### config.mk
export PLATFORM = sky130hd
export DESIGN_NAME = ras_ckpt_flat
export DESIGN_NICKNAME = d
export VERILOG_FILES = /design/src/rtl/ras_ckpt_if.sv /design/src/rtl/ras_ckpt.sv /design/src/flat_wrapper.sv
export SDC_FILE = /design/constraint.sdc
export NUM_CORES = 1
export LEC_CHECK = 0
export CAP_MARGIN = 10
export CORE_UTILIZATION = 58
export CTS_CLUSTER_DIAMETER = 60
export DETAILED_ROUTE_END_ITERATION = 10
export HOLD_SLACK_MARGIN = 0.08
export PLACE_DENSITY = 0.87
export SLEW_MARGIN = 20
export SYNTH_ARGS = -nofsm -noshare
export SYNTH_HDL_FRONTEND = slang
export SYNTH_SLANG_ARGS = --single-unit
export TNS_END_PERCENT = 30
### constraint.sdc
create_clock -name clk -period 6.1 [get_ports clk]
set_clock_uncertainty 0.15 [all_clocks]
set_input_delay 1.22 -clock clk [delete_from_list [all_inputs] [get_ports clk]]
set_output_delay 1.22 -clock clk [all_outputs]
set_load 0.02 [all_outputs]
### src/rtl/ras_ckpt_if.sv
// ras_ckpt_if: bundles the return-address-stack push/pop, checkpoint and recovery signals.
// Latency: none. The interface is pure wiring.
// Backpressure: none. The RAS accepts push/pop/recover on every cycle.
//
// Modports:
//   master - branch predictor / FTQ side. Drives push/pop/recover and observes the stack state.
//   slave  - the ras_ckpt block itself.
interface ras_ckpt_if #(
  parameter int DEPTH  = 16,
  parameter int ADDR_W = 32
);
  localparam int PTR_W = $clog2(DEPTH);
  localparam int CNT_W = $clog2(DEPTH) + 1;

  // predicted call / return
  logic              push;
  logic [ADDR_W-1:0] push_addr;
  logic              pop;

  // current top of stack and occupancy
  logic [ADDR_W-1:0] pop_addr;
  logic              pop_valid;
  logic [CNT_W-1:0]  count;
  logic              overflow;

  // checkpoint taken alongside each predicted branch
  logic [PTR_W-1:0]  ckpt_ptr;
  logic [CNT_W-1:0]  ckpt_cnt;
  logic [ADDR_W-1:0] ckpt_top;

  // misprediction recovery
  logic              recover;
  logic [PTR_W-1:0]  recover_ptr;
  logic [CNT_W-1:0]  recover_cnt;
  logic [ADDR_W-1:0] recover_top;

  modport master (
    output push, push_addr, pop,
    output recover, recover_ptr, recover_cnt, recover_top,
    input  pop_addr, pop_valid, count, overflow,
    input  ckpt_ptr, ckpt_cnt, ckpt_top
  );

  modport slave (
    input  push, push_addr, pop,
    input  recover, recover_ptr, recover_cnt, recover_top,
    output pop_addr, pop_valid, count, overflow,
    output ckpt_ptr, ckpt_cnt, ckpt_top
  );
endinterface

### src/rtl/ras_ckpt.sv
// ras_ckpt: circular return address stack with full checkpoint/recovery for the fetch stage.
// Latency: the top-of-stack read is combinational (0 cycles). Push, pop and recover are visible the cycle after.
// Backpressure: none. Overflow overwrites the oldest entry, and underflow pops are silently dropped.
//
// Ports:
//   clk  - clock
//   rst  - synchronous active-high reset (clears pointer, occupancy and overflow; the array is left as is)
//   bus  - ras_ckpt_if.slave: push/pop, pop_addr/pop_valid/count/overflow, ckpt_* outputs, recover_* inputs
//
// Build option RAS_REPAIR_EN: when defined, recover also rewrites the checkpointed top slot
// from recover_top. This undoes a wrong-path push that landed on that slot after pops.
module ras_ckpt #(
  parameter int DEPTH  = 16,
  parameter int ADDR_W = 32
) (
  input  logic      clk,
  input  logic      rst,
  ras_ckpt_if.slave bus
);
  localparam int PTR_W = $clog2(DEPTH);
  localparam int CNT_W = $clog2(DEPTH) + 1;
  localparam logic [CNT_W-1:0] FULL_CNT = CNT_W'(DEPTH);

  // The pointer arithmetic relies on the natural wrap of a PTR_W-bit counter.
  if (DEPTH < 2 || (DEPTH & (DEPTH - 1)) != 0) begin : g_bad_depth
    $error("ras_ckpt: DEPTH must be a power of two and at least 2");
  end

  // ---------------------------------------------------------------------------
  // State
  // ---------------------------------------------------------------------------
  logic [ADDR_W-1:0] r_stack [DEPTH];
  logic [PTR_W-1:0]  r_wp;     // next free slot
  logic [CNT_W-1:0]  r_cnt;    // occupancy, 0..DEPTH
  logic              r_ovf;    // one-cycle pulse: a push landed while full

  // ---------------------------------------------------------------------------
  // Read path
  // ---------------------------------------------------------------------------
  logic              w_nonempty;
  logic              w_full;
  logic [PTR_W-1:0]  w_top_ptr;
  logic [ADDR_W-1:0] w_top;

  assign w_nonempty = (r_cnt != '0);
  assign w_full     = (r_cnt == FULL_CNT);
  assign w_top_ptr  = r_wp - PTR_W'(1);
  // Stale array contents must never leak out while the stack is empty.
  assign w_top      = w_nonempty ? r_stack[w_top_ptr] : '0;

  // ---------------------------------------------------------------------------
  // Next-state decode (priority: recover > push/pop; rst is applied in the flops)
  // ---------------------------------------------------------------------------
  logic [PTR_W-1:0]  w_wp_nxt;
  logic [CNT_W-1:0]  w_cnt_nxt;
  logic              w_ovf_nxt;
  logic              w_wr_en;
  logic [PTR_W-1:0]  w_wr_idx;
  logic [ADDR_W-1:0] w_wr_dat;

  always_comb begin
    w_wp_nxt  = r_wp;
    w_cnt_nxt = r_cnt;
    w_ovf_nxt = 1'b0;
    w_wr_en   = 1'b0;
    w_wr_idx  = r_wp;
    w_wr_dat  = bus.push_addr;

    if (bus.recover) begin
      // Any push/pop in the same cycle belongs to the squashed path and is dropped.
      w_wp_nxt  = bus.recover_ptr;
      w_cnt_nxt = bus.recover_cnt;
`ifdef RAS_REPAIR_EN
      if (bus.recover_cnt != '0) begin
        w_wr_en  = 1'b1;
        w_wr_idx = bus.recover_ptr - PTR_W'(1);
        w_wr_dat = bus.recover_top;
      end
`endif
    end else if (bus.push && bus.pop && w_nonempty) begin
      // Call-and-return: the new return address replaces the top in place.
      w_wr_en  = 1'b1;
      w_wr_idx = w_top_ptr;
    end else if (bus.push) begin
      // Push only, or push+pop on an empty stack.
      // When full, the write slot is the oldest entry, so it is overwritten and the count saturates.
      w_wr_en   = 1'b1;
      w_wr_idx  = r_wp;
      w_wp_nxt  = r_wp + PTR_W'(1);
      w_cnt_nxt = w_full ? r_cnt : r_cnt + CNT_W'(1);
      w_ovf_nxt = w_full;
    end else if (bus.pop && w_nonempty) begin
      w_wp_nxt  = r_wp - PTR_W'(1);
      w_cnt_nxt = r_cnt - CNT_W'(1);
    end
  end

`ifndef RAS_REPAIR_EN
  // Without repair, the saved top address has no consumer.
  logic w_unused_recover_top;
  assign w_unused_recover_top = ^bus.recover_top;
`endif

  // ---------------------------------------------------------------------------
  // Sequential update
  // ---------------------------------------------------------------------------
  always_ff @(posedge clk) begin
    if (rst) begin
      r_wp  <= '0;
      r_cnt <= '0;
      r_ovf <= 1'b0;
    end else begin
      r_wp  <= w_wp_nxt;
      r_cnt <= w_cnt_nxt;
      r_ovf <= w_ovf_nxt;
    end
  end

  // The storage array has no reset. Its contents are invisible until pushed.
  always_ff @(posedge clk) begin
    if (!rst && w_wr_en) begin
      r_stack[w_wr_idx] <= w_wr_dat;
    end
  end

  // ---------------------------------------------------------------------------
  // Outputs
  // ---------------------------------------------------------------------------
  assign bus.pop_addr  = w_top;
  assign bus.pop_valid = w_nonempty;
  assign bus.count     = r_cnt;
  assign bus.overflow  = r_ovf;
  assign bus.ckpt_ptr  = r_wp;
  assign bus.ckpt_cnt  = r_cnt;
  assign bus.ckpt_top  = w_top;

endmodule

### src/flat_wrapper.sv
// flat-port wrapper written by rule: the top's interface ports become plain ports
module ras_ckpt_flat 
#(
  parameter int DEPTH  = 16,
  parameter int ADDR_W = 32
)
  (clk, rst, bus_push, bus_push_addr, bus_pop, bus_recover, bus_recover_ptr, bus_recover_cnt, bus_recover_top, bus_pop_addr, bus_pop_valid, bus_count, bus_overflow, bus_ckpt_ptr, bus_ckpt_cnt, bus_ckpt_top);
  ras_ckpt_if #(.DEPTH(DEPTH), .ADDR_W(ADDR_W)) bus_i ();
  input  logic clk;
  input  logic rst;
  input wire logic [$bits(bus_i.push)-1:0] bus_push;
  input wire logic [$bits(bus_i.push_addr)-1:0] bus_push_addr;
  input wire logic [$bits(bus_i.pop)-1:0] bus_pop;
  input wire logic [$bits(bus_i.recover)-1:0] bus_recover;
  input wire logic [$bits(bus_i.recover_ptr)-1:0] bus_recover_ptr;
  input wire logic [$bits(bus_i.recover_cnt)-1:0] bus_recover_cnt;
  input wire logic [$bits(bus_i.recover_top)-1:0] bus_recover_top;
  output wire logic [$bits(bus_i.pop_addr)-1:0] bus_pop_addr;
  output wire logic [$bits(bus_i.pop_valid)-1:0] bus_pop_valid;
  output wire logic [$bits(bus_i.count)-1:0] bus_count;
  output wire logic [$bits(bus_i.overflow)-1:0] bus_overflow;
  output wire logic [$bits(bus_i.ckpt_ptr)-1:0] bus_ckpt_ptr;
  output wire logic [$bits(bus_i.ckpt_cnt)-1:0] bus_ckpt_cnt;
  output wire logic [$bits(bus_i.ckpt_top)-1:0] bus_ckpt_top;
  assign bus_i.push = bus_push;
  assign bus_i.push_addr = bus_push_addr;
  assign bus_i.pop = bus_pop;
  assign bus_i.recover = bus_recover;
  assign bus_i.recover_ptr = bus_recover_ptr;
  assign bus_i.recover_cnt = bus_recover_cnt;
  assign bus_i.recover_top = bus_recover_top;
  assign bus_pop_addr = bus_i.pop_addr;
  assign bus_pop_valid = bus_i.pop_valid;
  assign bus_count = bus_i.count;
  assign bus_overflow = bus_i.overflow;
  assign bus_ckpt_ptr = bus_i.ckpt_ptr;
  assign bus_ckpt_cnt = bus_i.ckpt_cnt;
  assign bus_ckpt_top = bus_i.ckpt_top;
  ras_ckpt #(.DEPTH(DEPTH), .ADDR_W(ADDR_W)) u_core (.clk(clk), .rst(rst), .bus(bus_i));
endmodule
==> qor.yml <==
status: "complete, no violations"
ys.flop_type: "edfxtp_1"
path_cells: "inv_1, ha_4, buf_12, mux4_2, mux2i_1, o22ai_1, clkdlybuf4s50_1"
critical_path_class: "register to output port"
synthArstFlopShare_pct: 0
synth.distinct_cells: 50
cts_made_buffers: 50
start_util_pct: 59.42
cts_setup_buffers: 0
cp_max_fo: 67
synth_cells: 967
synth-edff-count: 512
required_ns: 4.73
die-area_sq_um: 36500
ys_ff_latch: 522
ioPinCount: 158
endpoint_kind: "output port"
final_max_slew_viol_count: 0
total_leakage_power_nw: 7.691
yosysWarningCount: 0
finalSetupTns_ns: 0
cts_buffer_depth: 3
antenna_found_initial: 5
crit_slowest_cell: "clkdlybuf4s50_1"
drive_gt1_share_pct: 23.69
htreeDepth: 2
ant_nets: 0
synth_seq_area_share_pct: 75.14
clock_sinks: 522
gr-total-overflow: 0
clk_latency_ns: 0.54
row_count: 68
grtUsageTotal_pct: 26.00
cpLargestDelayFamily: "buffers and inverters"
min_period_ns: 5.258
port_buffers: 125
hold_buffers: 0
clk_pin_slew_ns: 0.06
die_w_microns: 191.0
cp.arrival_ns: 3.89
power.total_mw: 8.980
cts_tree: "built"
firstDrtPassIters: 5
maxCapViolations: 0
dp_worst_setup_slack_ns: 1.548
slew_headroom_pct: 27.15
critPathLaunchType: "register"
tightest_slew_ns: 1.062
rsz0062_at_grt: "no"
fin_crit_sh_pct: 86.20
cts_resized: 0
core_sq_um: 34880
routed_via_density: 6.564
grt_pass1_vias: 10755
setup_ws_ns: 0.8420
syn-num-nets: 1051
netlist_area_sq_um: 20730
grt_max_degree: 76
hp-class: "register to register"
worst-path-buf-inv: 3
gp_congestion: 0.7872
die_h_microns: 191.0
irDropWorstVdd_v: 0.0002510
fmax_mhz: 190.2
area_growth_pct: 16.39
drtIter0Drc: 1112
avgSynthCellArea_sq_um: 21.43
nets: 1167
cts_root_buffer: "clkbuf_16"
avgRoutedWirePerCell_microns: 29.12
dp_hpwl_microns: 21960
final.fill_count: 2063
finalHoldViolCount: 0
max_stage_delay_ns: 0.70
drc: 0
finalWirelength_microns: 46000
route.vias.total: 10371
grt_pass1_wl_microns: 67360
setup_violations: 0
power.density_nw_per_um2: 372.2
==> worst register-to-register path, stage by stage, from the launching register on <==
cell and delay (ns):
dfxtp_4 0.56, inv_1 0.21, ha_4 0.53, buf_12 0.35
o2111ai_1 0.15, a21boi_1 0.22, nor3_2 0.20, buf_4 0.59
==> stage by stage <==
stage          instances  cell area [sq um]  util [%]  hold WS (ns)
2_1_floorplan        967              20730         -        0.4702
3_3_place_gp        1486              22400     64.20        0.4240
3_5_place_dp        1486              22400     64.20        0.4224
4_1_cts             1578              24120     69.15        0.4318
5_1_grt             1579              24120     69.15        0.4906
6_report            1580              24130     69.16        0.4355
==> cell usage after synthesis (all sizes together), types with 5 or more instances <==
cell type,count,area [sq um]
edfxtp,512,15370
mux4,129,2905
ha,5,62.56
nand2,8,30.03
o21ai,6,37.54
a21oi,8,43.79
dfxtp,10,200.2
nor3,21,110.1
inv,10,37.54
buf,66,435.4
clkbuf,21,78.83
mux2i,69,690.7
nor2,15,56.30
o22ai,32,200.2
==> per-layer routing <==
| metal | track usage [%] | vias up | wire (microns) |
|---|---|---|---|
| li1 | - | 4257 | - |
| met1 | 34.39 | 5401 | 17450 |
| met2 | 43.95 | 592 | 23680 |
| met3 | 3.855 | 117 | 3304 |
| met4 | 10.06 | 4 | 1539 |
| met5 | 0 | - | 26 |
==> worst paths after layout <==
path	start	to	slack, ns	cells past startpoint
setup / recovery	u_core.bus.ckpt_ptr[0]	bus_pop_addr[19]	0.84	7
hold / removal	u_core.bus.ckpt_cnt[2]	u_core.bus.ckpt_cnt[2]	0.44	2
setup reg to reg	u_core.bus.ckpt_ptr[0]	u_core.r_stack[0][15]	2.74	7
hold reg to reg	u_core.bus.ckpt_cnt[2]	u_core.bus.ckpt_cnt[2]	0.44	2
==> final cells by class <==
class	instances	area [sq um]	share of cell area (%)
Clock buffer	53	1262	5.233
Inverter	10	37.54	0.1556
Sequential cell	522	15580	64.57
Tap cell	455	569.3	2.360
Timing Repair Buffer	151	1496	6.203
Multi-Input combinational cell	348	4715	19.54
Clock inverter	39	461.7	1.914
Antenna cell	2	5.005	0.02074
==> registers in the layout, indices dropped and copies added, names as in the netlist <==
register and count:
u_core.r_stack 512, u_core.bus.ckpt_cnt 5, u_core.bus.ckpt_ptr 4, u_core.bus.overflow 1
==> where the power goes <==
group	internal [mW]	switching, mW	leakage (nW)	total (mW)
registers	3.98	0.0308	4.69	4.01
logic	0.784	0.955	2.15	1.74
clock network	1.93	1.31	0.854	3.23
total	6.69	2.29	7.69	8.98
==> logic make-up after synthesis <==
group / Yosys count / share of synthesized area, %
AOI/OAI and AO/OA: 70 / 2.409
adders and majority gates: 6 / 0.3984
buffers and inverters: 97 / 2.662
xor gates and xnor gates: 8 / 0.3743
muxes: 199 / 17.40
and+or+nand+nor: 65 / 1.612
DFF: 522 / 75.14
==> placed cells by master, fill, tap and decap left out, drive strengths merged, types with 10 or more instances in the layout <==
cell / Yosys / final
edfxtp: 512 / 512
clkdlybuf4s50: 0 / 125
bufinv: 0 / 10
inv: 10 / 11
clkbuf: 21 / 53
dfxtp: 10 / 10
mux2i: 69 / 69
buf: 66 / 26
clkinv: 0 / 26
nor2: 15 / 15
o22ai: 32 / 32
nor3: 21 / 21
mux4: 129 / 129
Note: power is estimated with default switching activity, not from simulation.
